===== config.mk =====
export PLATFORM = sky130hd
export DESIGN_NAME = path_delay_monitor_flat
export DESIGN_NICKNAME = d
export VERILOG_FILES = /design/src/rtl/path_delay_monitor_pkg.sv /design/src/rtl/path_delay_monitor_if.sv /design/src/rtl/path_sync_2ff.sv /design/src/rtl/path_delay_monitor.sv /design/src/flat_wrapper.sv
export SDC_FILE = /design/constraint.sdc
export NUM_CORES = 1
export LEC_CHECK = 0
export CAP_MARGIN = 20
export CORE_MARGIN = 2
export CORE_UTILIZATION = 40
export CTS_BUF_LIST = sky130_fd_sc_hd__clkbuf_4 sky130_fd_sc_hd__clkbuf_8
export CTS_CLUSTER_SIZE = 24
export DETAILED_ROUTE_END_ITERATION = 6
export PLACE_DENSITY_LB_ADDON = 0.08
export SYNTH_ARGS = -nofsm -noshare
export SYNTH_HDL_FRONTEND = slang
export SYNTH_HIERARCHICAL = 1
export SYNTH_SLANG_ARGS = --single-unit

===== constraint.sdc =====
create_clock -name clk -period 3.8 [get_ports clk]
set_clock_uncertainty 0.05 [all_clocks]
set_input_delay 0.57 -clock clk [delete_from_list [all_inputs] [get_ports clk]]
set_output_delay 0.57 -clock clk [all_outputs]
set_load 0.05 [all_outputs]

===== src/rtl/path_delay_monitor_pkg.sv =====
// Shared types and constants for the path delay monitor.
// Latency: n/a (declarations only).
// Backpressure: n/a.
package path_mon_pkg;

  typedef enum logic [2:0] {
    IDLE   = 3'd0,
    PRE_LO = 3'd1,
    RISE   = 3'd2,
    PRE_HI = 3'd3,
    FALL   = 3'd4,
    REPORT = 3'd5
  } state_t;

  // Depth of the path_out synchronizer; also the delay a zero-delay path reports.
  localparam int SYNC_STAGES = 2;

endpackage


===== src/rtl/path_delay_monitor_if.sv =====
// Control/result bundle between a run requester and the path delay monitor.
// Latency: n/a (wires only).
// Backpressure: start is ignored while busy; results hold until the next done.
interface path_delay_monitor_if #(
  parameter int CNT_W = 8
);
  logic             start;
  logic [CNT_W-1:0] threshold;
  logic             busy;
  logic             done;
  logic [CNT_W-1:0] delay_rise;
  logic [CNT_W-1:0] delay_fall;
  logic             alarm;
  logic             timeout;

  modport master (
    output start, threshold,
    input  busy, done, delay_rise, delay_fall, alarm, timeout
  );

  modport slave (
    input  start, threshold,
    output busy, done, delay_rise, delay_fall, alarm, timeout
  );
endinterface


===== src/rtl/path_sync_2ff.sv =====
// Brings the asynchronous path output into the clk domain.
// Latency: SYNC_STAGES (2) cycles.
// Backpressure: none.
module path_sync_2ff
  import path_mon_pkg::*;
(
  input  logic clk,
  input  logic rst_n,
  input  logic d,
  output logic q
);

  logic [SYNC_STAGES-1:0] ff;

  // Shift the raw input through the synchronizer chain; clears to 0 on reset.
  always_ff @(posedge clk or negedge rst_n) begin
    if (!rst_n) ff <= '0;
    else        ff <= {ff[SYNC_STAGES-2:0], d};
  end

  assign q = ff[SYNC_STAGES-1];

endmodule


===== src/rtl/path_delay_monitor.sv =====
// Launches a rise then a fall into the path under test and times each arrival.
// Latency: 2*SETTLE + 2*(delay+2) + 2 cycles from accepted start to done on a clean path.
// Backpressure: start accepted only in IDLE; results hold until the next done pulse.
module path_delay_monitor
  import path_mon_pkg::*;
#(
  parameter int CNT_W   = 8,
  parameter int TIMEOUT = 200,
  parameter int SETTLE  = 4,
  parameter int EXP_INV = 0
) (
  input  logic                 clk,
  input  logic                 rst_n,
  path_delay_monitor_if.slave  ctl,
  output logic                 path_in,
  input  logic                 path_out
);

  localparam int               SET_W       = (SETTLE < 2) ? 1 : $clog2(SETTLE);
  localparam logic [SET_W-1:0] SETTLE_LAST = SET_W'(SETTLE - 1);
  localparam logic [CNT_W-1:0] TIMEOUT_C   = CNT_W'(TIMEOUT);
  localparam logic             INV         = (EXP_INV != 0);

  state_t             state, state_nx;
  logic [CNT_W-1:0]   cnt, cnt_nx;
  logic [SET_W-1:0]   scnt, scnt_nx;
  logic               to_flag, to_nx;
  logic [CNT_W-1:0]   rise_q, rise_nx;
  logic [CNT_W-1:0]   thr_q;
  logic               path_in_nx;
  logic               report_ld;
  logic [CNT_W-1:0]   fall_val;
  logic [CNT_W-1:0]   worst;
  logic               sync_out;
  logic               match;

  logic               done_q, alarm_q, timeout_q;
  logic [CNT_W-1:0]   delay_rise_q, delay_fall_q;

  path_sync_2ff u_sync (
    .clk   (clk),
    .rst_n (rst_n),
    .d     (path_out),
    .q     (sync_out)
  );

  // The path has "arrived" when the synchronized output matches the driven level.
  assign match = (sync_out == (path_in ^ INV));

  // State, counters and per-run scratch; reset aborts a run with path_in low.
  always_ff @(posedge clk or negedge rst_n) begin
    if (!rst_n) begin
      state   <= IDLE;
      cnt     <= '0;
      scnt    <= '0;
      to_flag <= 1'b0;
      rise_q  <= '0;
      thr_q   <= '0;
      path_in <= 1'b0;
    end else begin
      state   <= state_nx;
      cnt     <= cnt_nx;
      scnt    <= scnt_nx;
      to_flag <= to_nx;
      rise_q  <= rise_nx;
      path_in <= path_in_nx;
      if (state == IDLE && ctl.start) thr_q <= ctl.threshold;
    end
  end

  // Next-state logic: settle windows, measurement phases and timeout handling.
  always_comb begin
    state_nx  = state;
    cnt_nx    = cnt;
    scnt_nx   = scnt;
    to_nx     = to_flag;
    rise_nx   = rise_q;
    report_ld = 1'b0;
    fall_val  = '0;
    unique case (state)
      IDLE: begin
        if (ctl.start) begin
          state_nx = PRE_LO;
          cnt_nx   = '0;
          scnt_nx  = '0;
          to_nx    = 1'b0;
          rise_nx  = '0;
        end
      end
      PRE_LO, PRE_HI: begin
        // A mismatch anywhere in the window restarts the settle count.
        if ((match && scnt == SETTLE_LAST) || cnt == TIMEOUT_C) begin
          if (!(match && scnt == SETTLE_LAST)) to_nx = 1'b1;
          state_nx = (state == PRE_LO) ? RISE : FALL;
          cnt_nx   = '0;
          scnt_nx  = '0;
        end else begin
          cnt_nx  = cnt + CNT_W'(1);
          scnt_nx = match ? scnt + SET_W'(1) : '0;
        end
      end
      RISE: begin
        if (match || cnt == TIMEOUT_C) begin
          if (!match) to_nx = 1'b1;
          rise_nx  = cnt;
          state_nx = PRE_HI;
          cnt_nx   = '0;
          scnt_nx  = '0;
        end else begin
          cnt_nx = cnt + CNT_W'(1);
        end
      end
      FALL: begin
        if (match || cnt == TIMEOUT_C) begin
          if (!match) to_nx = 1'b1;
          fall_val  = cnt;
          report_ld = 1'b1;
          state_nx  = REPORT;
        end else begin
          cnt_nx = cnt + CNT_W'(1);
        end
      end
      REPORT:  state_nx = IDLE;
      default: state_nx = IDLE;
    endcase
  end

  // Drive the path high only while launching or holding the rising level.
  always_comb begin
    path_in_nx = 1'b0;
    if (state_nx == RISE || state_nx == PRE_HI) path_in_nx = 1'b1;
  end

  assign worst = (rise_q > fall_val) ? rise_q : fall_val;

  // Results load on the edge into REPORT so done and the values appear together.
  always_ff @(posedge clk or negedge rst_n) begin
    if (!rst_n) begin
      done_q       <= 1'b0;
      delay_rise_q <= '0;
      delay_fall_q <= '0;
      alarm_q      <= 1'b0;
      timeout_q    <= 1'b0;
    end else begin
      done_q <= report_ld;
      if (report_ld) begin
        delay_rise_q <= rise_q;
        delay_fall_q <= fall_val;
        timeout_q    <= to_nx;
        alarm_q      <= to_nx | (worst > thr_q);
      end
    end
  end

  assign ctl.busy       = (state != IDLE);
  assign ctl.done       = done_q;
  assign ctl.delay_rise = delay_rise_q;
  assign ctl.delay_fall = delay_fall_q;
  assign ctl.alarm      = alarm_q;
  assign ctl.timeout    = timeout_q;

endmodule


===== src/flat_wrapper.sv =====
// flat-port wrapper written by rule: the top's interface ports become plain ports
module path_delay_monitor_flat import path_mon_pkg::*;
#(
  parameter int CNT_W   = 8,
  parameter int TIMEOUT = 200,
  parameter int SETTLE  = 4,
  parameter int EXP_INV = 0
)
  (clk, rst_n, path_in, path_out, ctl_start, ctl_threshold, ctl_busy, ctl_done, ctl_delay_rise, ctl_delay_fall, ctl_alarm, ctl_timeout);
  path_delay_monitor_if #(.CNT_W(CNT_W)) ctl_i ();
  input  logic clk;
  input  logic rst_n;
  output logic path_in;
  input  logic path_out;
  input wire logic [$bits(ctl_i.start)-1:0] ctl_start;
  input wire logic [$bits(ctl_i.threshold)-1:0] ctl_threshold;
  output wire logic [$bits(ctl_i.busy)-1:0] ctl_busy;
  output wire logic [$bits(ctl_i.done)-1:0] ctl_done;
  output wire logic [$bits(ctl_i.delay_rise)-1:0] ctl_delay_rise;
  output wire logic [$bits(ctl_i.delay_fall)-1:0] ctl_delay_fall;
  output wire logic [$bits(ctl_i.alarm)-1:0] ctl_alarm;
  output wire logic [$bits(ctl_i.timeout)-1:0] ctl_timeout;
  assign ctl_i.start = ctl_start;
  assign ctl_i.threshold = ctl_threshold;
  assign ctl_busy = ctl_i.busy;
  assign ctl_done = ctl_i.done;
  assign ctl_delay_rise = ctl_i.delay_rise;
  assign ctl_delay_fall = ctl_i.delay_fall;
  assign ctl_alarm = ctl_i.alarm;
  assign ctl_timeout = ctl_i.timeout;
  path_delay_monitor #(.CNT_W(CNT_W), .TIMEOUT(TIMEOUT), .SETTLE(SETTLE), .EXP_INV(EXP_INV)) u_core (.clk(clk), .rst_n(rst_n), .ctl(ctl_i), .path_in(path_in), .path_out(path_out));
endmodule

==> results of run 1 <==
==> routing by layer <==
| layer | GRT usage | vias up | part of all wire |
|---|---|---|---|
| met4 | 0.0592 | 0 | 0.019 |
| li1 | - | 1043 | - |
| met2 | 0.277 | 45 | 0.47 |
| met5 | 0 | - | 0 |
| met1 | 0.234 | 1018 | 0.47 |
| met3 | 0.0298 | 9 | 0.038 |
==> cells in the mapped netlist (all sizes together) <==
cell type	n	share of area
dfrtp	52	0.49
nand2	43	0.060
o21ai	26	0.049
inv	22	0.031
ha	19	0.089
nor2	14	0.020
a21oi	12	0.024
a22o	9	0.030
mux2i	9	0.034
clkbuf	6	0.0084
buf	4	0.0098
nand4	4	0.0094
nor2b	4	0.0094
or3	4	0.0094
nor3	3	0.0056
a211o	2	0.0066
a211oi	2	0.010
a21o	2	0.0056
a221oi	2	0.0089
and2	2	0.0047
mux2	2	0.0084
nand2b	2	0.0047
nand3	2	0.0038
o22ai	2	0.0047
xor2	2	0.0066
a2111o	1	0.0042
a2111oi	1	0.0033
a31oi	1	0.0023
a32o	1	0.0038
a32oi	1	0.0033
and3	1	0.0023
and4b	1	0.0038
nor3b	1	0.0070
o2111ai	1	0.0056
o211ai	1	0.0028
o21a	1	0.0028
o21bai	1	0.0028
o32ai	1	0.0033
or2	1	0.0023
or3b	1	0.0042
xnor2	1	0.0061
==> flip-flops by register name (all words and copies together), names as in the netlist <==
| signal | count |
|---|---|
| u_core/cnt | 8 |
| u_core/ctl.alarm | 1 |
| u_core/ctl.delay_fall | 8 |
| u_core/ctl.delay_rise | 8 |
| u_core/ctl.done | 1 |
| u_core/ctl.timeout | 1 |
| u_core/path_in | 1 |
| u_core/rise_q | 8 |
| u_core/scnt | 2 |
| u_core/state | 3 |
| u_core/thr_q | 8 |
| u_core/to_flag | 1 |
| u_core/u_sync/ff | 2 |
==> where the power goes <==
part	internal (mW)	switching [mW]	leakage (nW)	total [mW]
clock	0.195	0.192	0.0541	0.387
combinational	0.497	0.526	0.872	1.02
sequential	0.667	0.0681	0.680	0.735
==> metrics by stage <==
stage                util  setup slack, ps  cell area [µm²]  total power [mW]  hold slack (ps)
floorplan               -             9.94             2690              1.35              224
global placement    0.504             77.9             3220              1.63              285
detailed placement  0.504            -89.9             3220              1.65              293
CTS                 0.524             37.9             3340              2.04              272
global route        0.539            -9.72             3440              2.29              303
finish              0.539              172             3440              2.14              242
==> cell usage in the layout, fill, tap and decap left out, types with 3 or more instances in the layout <==
master	instances
nor3_1	3
buf_4	25
o21ai_0	24
nand4_1	4
a21oi_1	9
nor2_1	13
nand2_2	5
clkbuf_8	5
nor2b_1	4
a22o_1	9
mux2i_1	7
ha_1	18
inv_1	20
or3_1	4
clkdlybuf4s50_1	31
buf_6	3
dfrtp_1	51
nand2_1	38
==> worst max path at each step <==
stage,startpoint,end
after floorplan,u_core/cnt[0]$_DFFE_PN0P_,u_core/ctl.alarm$_DFFE_PN0P_
after global placement,u_core/cnt[0]$_DFFE_PN0P_,u_core/ctl.alarm$_DFFE_PN0P_
after detailed placement,u_core/cnt[0]$_DFFE_PN0P_,u_core/ctl.alarm$_DFFE_PN0P_
after CTS,u_core/cnt[0]$_DFFE_PN0P_,u_core/ctl.alarm$_DFFE_PN0P_
after global routing,u_core/cnt[0]$_DFFE_PN0P_,u_core/ctl.alarm$_DFFE_PN0P_
final,u_core/cnt[0]$_DFFE_PN0P_,u_core/ctl.alarm$_DFFE_PN0P_
==> final cells by class <==
class / count / share of cell area
clock buffer: 5 / 0.0200
sequential: 52 / 0.378
clock inverter: 3 / 0.0124
multi-input combinational: 183 / 0.380
inverter: 22 / 0.0254
timing repair buffer: 60 / 0.156
tap: 77 / 0.0280
==> repair_timing <==
item                                    4_1_cts  5_1_grt
gates cloned                                  0        0
pin swaps                                     0        7
setup buffers                                 2        4
resized for setup                             2       20
endpoints found under the setup margin        1        1
==> cells by family (layout without fill, tap and decap cells) <==
group / Yosys count / in the layout
xor gates and xnor gates: 3 / 3
buffers and inverters: 32 / 90
DFF: 52 / 52
and+or+nand+nor: 83 / 83
AOI/OAI and AO/OA: 67 / 67
muxes: 11 / 11
adders and majority gates: 19 / 19
==> reports/results.tsv, run 1 <==
stage	metric	value	unit
status	status	completed	
worst_setup_path	Critical-path top delay cell	dfrtp_1	
synth	Post-Syn Nets	298	
cts	TritonCTS Buffers	5	
cts	CTS Buffer Depth	2	
finish	# diodes	0	
worst_setup_path	stages on the worst setup path	20	
synth	post-synthesis mux area share	0.0422	
cts	Root Buffer Master	clkbuf_8	
power	pwr dens	623	nW/µm²
worst_setup_path	R2R Setup Slk	170	ps
power	Worst VDD drop	0.346	mV
synth	Synth cell types	46	
global_route	largest net degree at the start of global routing	33	
worst_setup_path	Crit path required time	3940	ps
synth	Compound-Gate Fraction of Synth Area	0.173	
cts	Skew-Pair Late Insertion Delay	310	ps
synth	mapped cell area	2670	µm²
die	Die Y	85.7	µm
sta	worst-margin pin slew	888	ps
power	Pleak	1.61	nW
finish	# fillers	587	
finish	Register Area	1300	µm²
die	row count	29	
sta	max_slew headroom	0.404	
synth	xor-xnor portion of the synthesized cell area	0.0127	
global_route	GRT Total Usage	0.172	
worst_setup_path	CP startpoint kind	flop	
placed_design	dpl cells	388	
sta	setup TNS	0	ps
worst_setup_path	worst-path cell chain	inv_2 > ha_1 > and4b_2 > a21oi_2 > or2_4 > inv_6 > buf_6 > nand2_2 > ha_1 > nand4_1 > mux2i_2 > a21oi_4 > buf_6 > buf_4 > mux2i_1 > ha_1 > a21oi_1 > a21oi_1 > o22ai_1 > a31oi_1	
global_route	vias in the first global route	2058	
cts	H-tree levels	2	
finish	Layout area overhead	29.0	%
worst_setup_path	critical path endpoint category	flop	
drt	DRT iter0 DRCs	60	
cts	Clk pin slew, worst setup/hold paths	100	ps
synth	Adder-Cell Fraction of Synth Area	0.0891	
die	core area	6390	µm²
worst_setup_path	Worst Path Max Fanout	7	
sta	crit share post-route	0.955	
cts	clk sinks	52	
worst_setup_path	CP peak stage delay	400	ps
placed_design	placer congestion estimate	0.775	
drt	Via-to-Cell Ratio	5.26	
placed_design	DP Wirelength	4.42	mm
global_route	global-route wire length before repair	9.98	mm
die	# IOs	33	
worst_setup_path	R2R Path End	u_core/ctl.alarm$_DFFE_PN0P_	
worst_setup_path	CP Buf/Inv Count	5	
drt	drt pass-1 iters	4	
synth	Synth Register Bits	52	
drt	final WL	5.84	mm
worst_setup_path	CP top delay family	adder cells	
synth	Yosys warnings	6	
drt	# DRC	0	
worst_setup_path	crit path DAT	3760	ps
synth	Simple-Gate Fraction of Synth Area	0.147	
die	total die area	7340	µm²
synth	main combinational cell family by area after synthesis	compound AO/OA/AOI/OAI gates	
synth	Post-Syn Instances	267	
global_route	total grt overflow	0	
cts	cts hold-fix bufs	0	
finish	fraction of layout cells with a size suffix above 1	0.197	
sta	final max-slew violation count	0	
finish	area of the multi-input gates	1310	µm²
sta	min cycle time layout	3630	ps
worst_hold_path	hold crit path type	primary input to asynchronous set/reset pin	
die	Initial Util	0.418	
worst_setup_path	CP Class	flop to flop	
job	max cap viols	0	
sta	Fin. Hold Viols	0	
drt	Final ANT Viol Nets	0	
die	Die Wd	85.7	µm
synth	syn_area_per_cell	10.0	µm²
drt	vias	2115	
worst_setup_path	CP dominant cell by count	ha_1	
drt	Avg WL per Cell	14.5	µm
global_route	initial antenna violation count	0	
finish	nets	355	
worst_setup_path	worst r2r src	u_core/cnt[0]$_DFFE_PN0P_	
synth	sequential fraction of the synthesis area	0.488	
sta	f_max	276	MHz
worst_setup_path	Worst Reg-to-Reg Cells	20	
finish	Non-Filler Instances	402	
cts	TritonCTS clock tree	built	
placed_design	Port Buf Inserts	32	
sta	final setup fails	0	
No activity file was read; power rests on OpenSTA's default activity.
==> run 2, diff against run 1 <==
--- a/config.mk
+++ b/config.mk
@@ -9,6 +9,7 @@
 export CORE_MARGIN = 2
 export CORE_UTILIZATION = 40
 export CTS_BUF_LIST = sky130_fd_sc_hd__clkbuf_4 sky130_fd_sc_hd__clkbuf_8
+export CTS_CLUSTER_DIAMETER = 80
 export CTS_CLUSTER_SIZE = 24
 export DETAILED_ROUTE_END_ITERATION = 6
 export PLACE_DENSITY_LB_ADDON = 0.08
==> results of run 2 <==
The final DEF is identical to that of run 1; final timing and power are the same.
==> run 3, diff against run 2 <==
==> constraint.sdc (replaced) <==
create_clock -name clk -period 4.6 [get_ports clk]
set_clock_uncertainty 0.05 [all_clocks]
set_input_delay 0.69 -clock clk [delete_from_list [all_inputs] [get_ports clk]]
set_output_delay 0.69 -clock clk [all_outputs]
set_load 0.05 [all_outputs]
==> reports/results.tsv, run 3 (synthesized netlist as in run 1, its figures left out) <==
stage	metric	value	unit	change
die	core area	6390	µm²	unchanged
sta	Fin. Hold Viols	0		unchanged
finish	fraction of layout cells with a size suffix above 1	0.0764		-0.121
cts	clk sinks	52		unchanged
global_route	initial antenna violation count	0		unchanged
drt	# DRC	0		unchanged
cts	post-CTS setup buffers	0		-2
job	max cap viols	0		unchanged
drt	drt pass-1 iters	4		unchanged
cts	TritonCTS Buffers	5		unchanged
drt	vias	1971		-6.8%
finish	most common cell after layout, fill and taps aside	dfrtp_1		
sta	setup TNS	0	ps	unchanged
placed_design	dpl cell area	3070	µm²	-4.6%
cts	cts hold-fix bufs	0		unchanged
sta	final max-slew violation count	0		unchanged
die	row count	29		unchanged
global_route	largest net degree at the start of global routing	53		+61%
global_route	total grt overflow	0		unchanged
cts	TritonCTS clock tree	built		
worst_setup_path	critical path endpoint category	flop		
drt	final WL	5.57	mm	-4.6%
worst_setup_path	CP startpoint kind	flop		
die	# IOs	33		unchanged
finish	Layout area overhead	18.9	%	
drt	Avg WL per Cell	14.7	µm	+1.5%
global_route	GRT Total Usage	0.163		-0.00846
finish	Final Instance Area	3170	µm²	-7.8%
finish	# diodes	0		unchanged
worst_setup_path	Worst Path Max Fanout	11		+4
cts	CTS Buffer Depth	2		unchanged
finish	most frequent cells in the layout	dfrtp_1, nand2_1, clkdlybuf4s50_1		
die	Die Wd	85.7	µm	unchanged
die	total die area	7340	µm²	unchanged
cts	Clk pin slew, worst setup/hold paths	90	ps	about the same
power	Worst VDD drop	0.235	mV	-32%
placed_design	DP Wirelength	4.07	mm	-7.9%
sta	worst-margin pin slew	899	ps	+11.4 ps
sta	f_max	236	MHz	-14%
worst_setup_path	Crit path required time	4730	ps	+790 ps
worst_hold_path	hold crit path type	flop to flop		
sta	max_slew headroom	0.398		-0.00529
power	Pleak	1.47	nW	-8.7%
global_route	vias in the first global route	1919		-6.8%
sta	RSZ-0062 raised after global routing	false		
drt	Final ANT Viol Nets	0		unchanged
die	Initial Util	0.418		unchanged
sta	min cycle time layout	4240	ps	+607 ps
status	status	completed		
power	total chip power	1.54	mW	-28%
cts	H-tree levels	2		unchanged
cts	Root Buffer Master	clkbuf_8		
worst_setup_path	CP Class	flop to flop		
drt	Via-to-Cell Ratio	5.21		-0.89%
die	Die Y	85.7	µm	unchanged
worst_setup_path	crit path DAT	4360	ps	+600 ps
power	pwr dens	485	nW/µm²	-22%
cts	Skew-Pair Late Insertion Delay	300	ps	about the same
placed_design	placer congestion estimate	0.907		+17%
drt	DRT iter0 DRCs	61		+1.7%
global_route	global-route wire length before repair	9.50	mm	-4.8%
sta	crit share post-route	0.921		-0.0341
finish	nets	332		-6.5%
placed_design	Port Buf Inserts	32		unchanged
sta	final setup fails	0		unchanged
[run 3: cell count changes in the layout (fill, tap and decap cells not counted), sizes merged]
cell,before,now
buf,29,6
bufinv,1,0
clkbuf,5,7
clkinv,1,0
clkinvlp,1,0
[run 3: final cells by class]
type / count / area [µm²]
fill: 615 / 3210
clock buffer: 7 / 96.3
multi-input combinational: 183 / 1240
tap: 77 / 96.3
sequential: 52 / 1300
timing repair buffer: 37 / 353
inverter: 22 / 82.6
[run 3: power breakdown]
part / switching (mW) / internal (mW)
combinational: 0.355 / 0.268
clock: 0.143 / 0.134
sequential: 0.0883 / 0.550
[run 3: layer usage]
layer / part of all wire / global-route usage / up-vias / routed length [µm]
met5: 0 / 0 / - / 0
met4: 0.012 / 0.0519 / 0 / 66
met1: 0.50 / 0.242 / 932 / 2810
met3: 0.040 / 0.0231 / 5 / 221
met2: 0.44 / 0.246 / 41 / 2480
li1: - / - / 993 / -
[run 3: worst max-delay path, stage by stage (launching register included)]
cell and delay, ps:
dfrtp_1 430, inv_1 130, ha_1 150, and4b_1 340, a21oi_1 140, or2_1 270
inv_2 160, nand2_1 130, ha_1 330, nand2_1 60, o21ai_0 290, mux2i_1 180
a21oi_4 340, mux2i_1 260, ha_1 270, nor2b_1 130, o211ai_1 160, a21oi_1 90
o22ai_1 120, a31oi_1 100
[run 3: worst paths after layout]
kind,slack [ps],start,depth (start not counted),end
worst max-delay path,360,u_core/cnt[0]$_DFFE_PN0P_,19,u_core/ctl.alarm$_DFFE_PN0P_
worst min-delay path,310,u_core/u_sync/ff[0]$_DFF_PN0_,0,u_core/u_sync/ff[1]$_DFF_PN0_
worst max register to register,360,u_core/cnt[0]$_DFFE_PN0P_,19,u_core/ctl.alarm$_DFFE_PN0P_
min in group asynchronous,450,rst_n,2,u_core/ctl.timeout$_DFFE_PN0P_
worst min register to register,310,u_core/u_sync/ff[0]$_DFF_PN0_,0,u_core/u_sync/ff[1]$_DFF_PN0_
max in group asynchronous,3610,rst_n,2,u_core/cnt[6]$_DFFE_PN0P_
[run 3: timing repair]
action | CTS | global route
endpoints found under the hold margin | 0 | 0
setup endpoints to repair | 0 | 1
gates resized for setup | 0 | 1
[run 3: metrics by stage]
stage          setup slack [ps]  hold WS [ps]   util  std cells
6_report                    365           305  0.497        378
5_1_grt                    20.3           330  0.497        378
4_1_cts                     230           309  0.496        378
3_5_place_dp                319           287  0.481        371
3_3_place_gp                462           284  0.481        371
2_1_floorplan               607           281      -        267
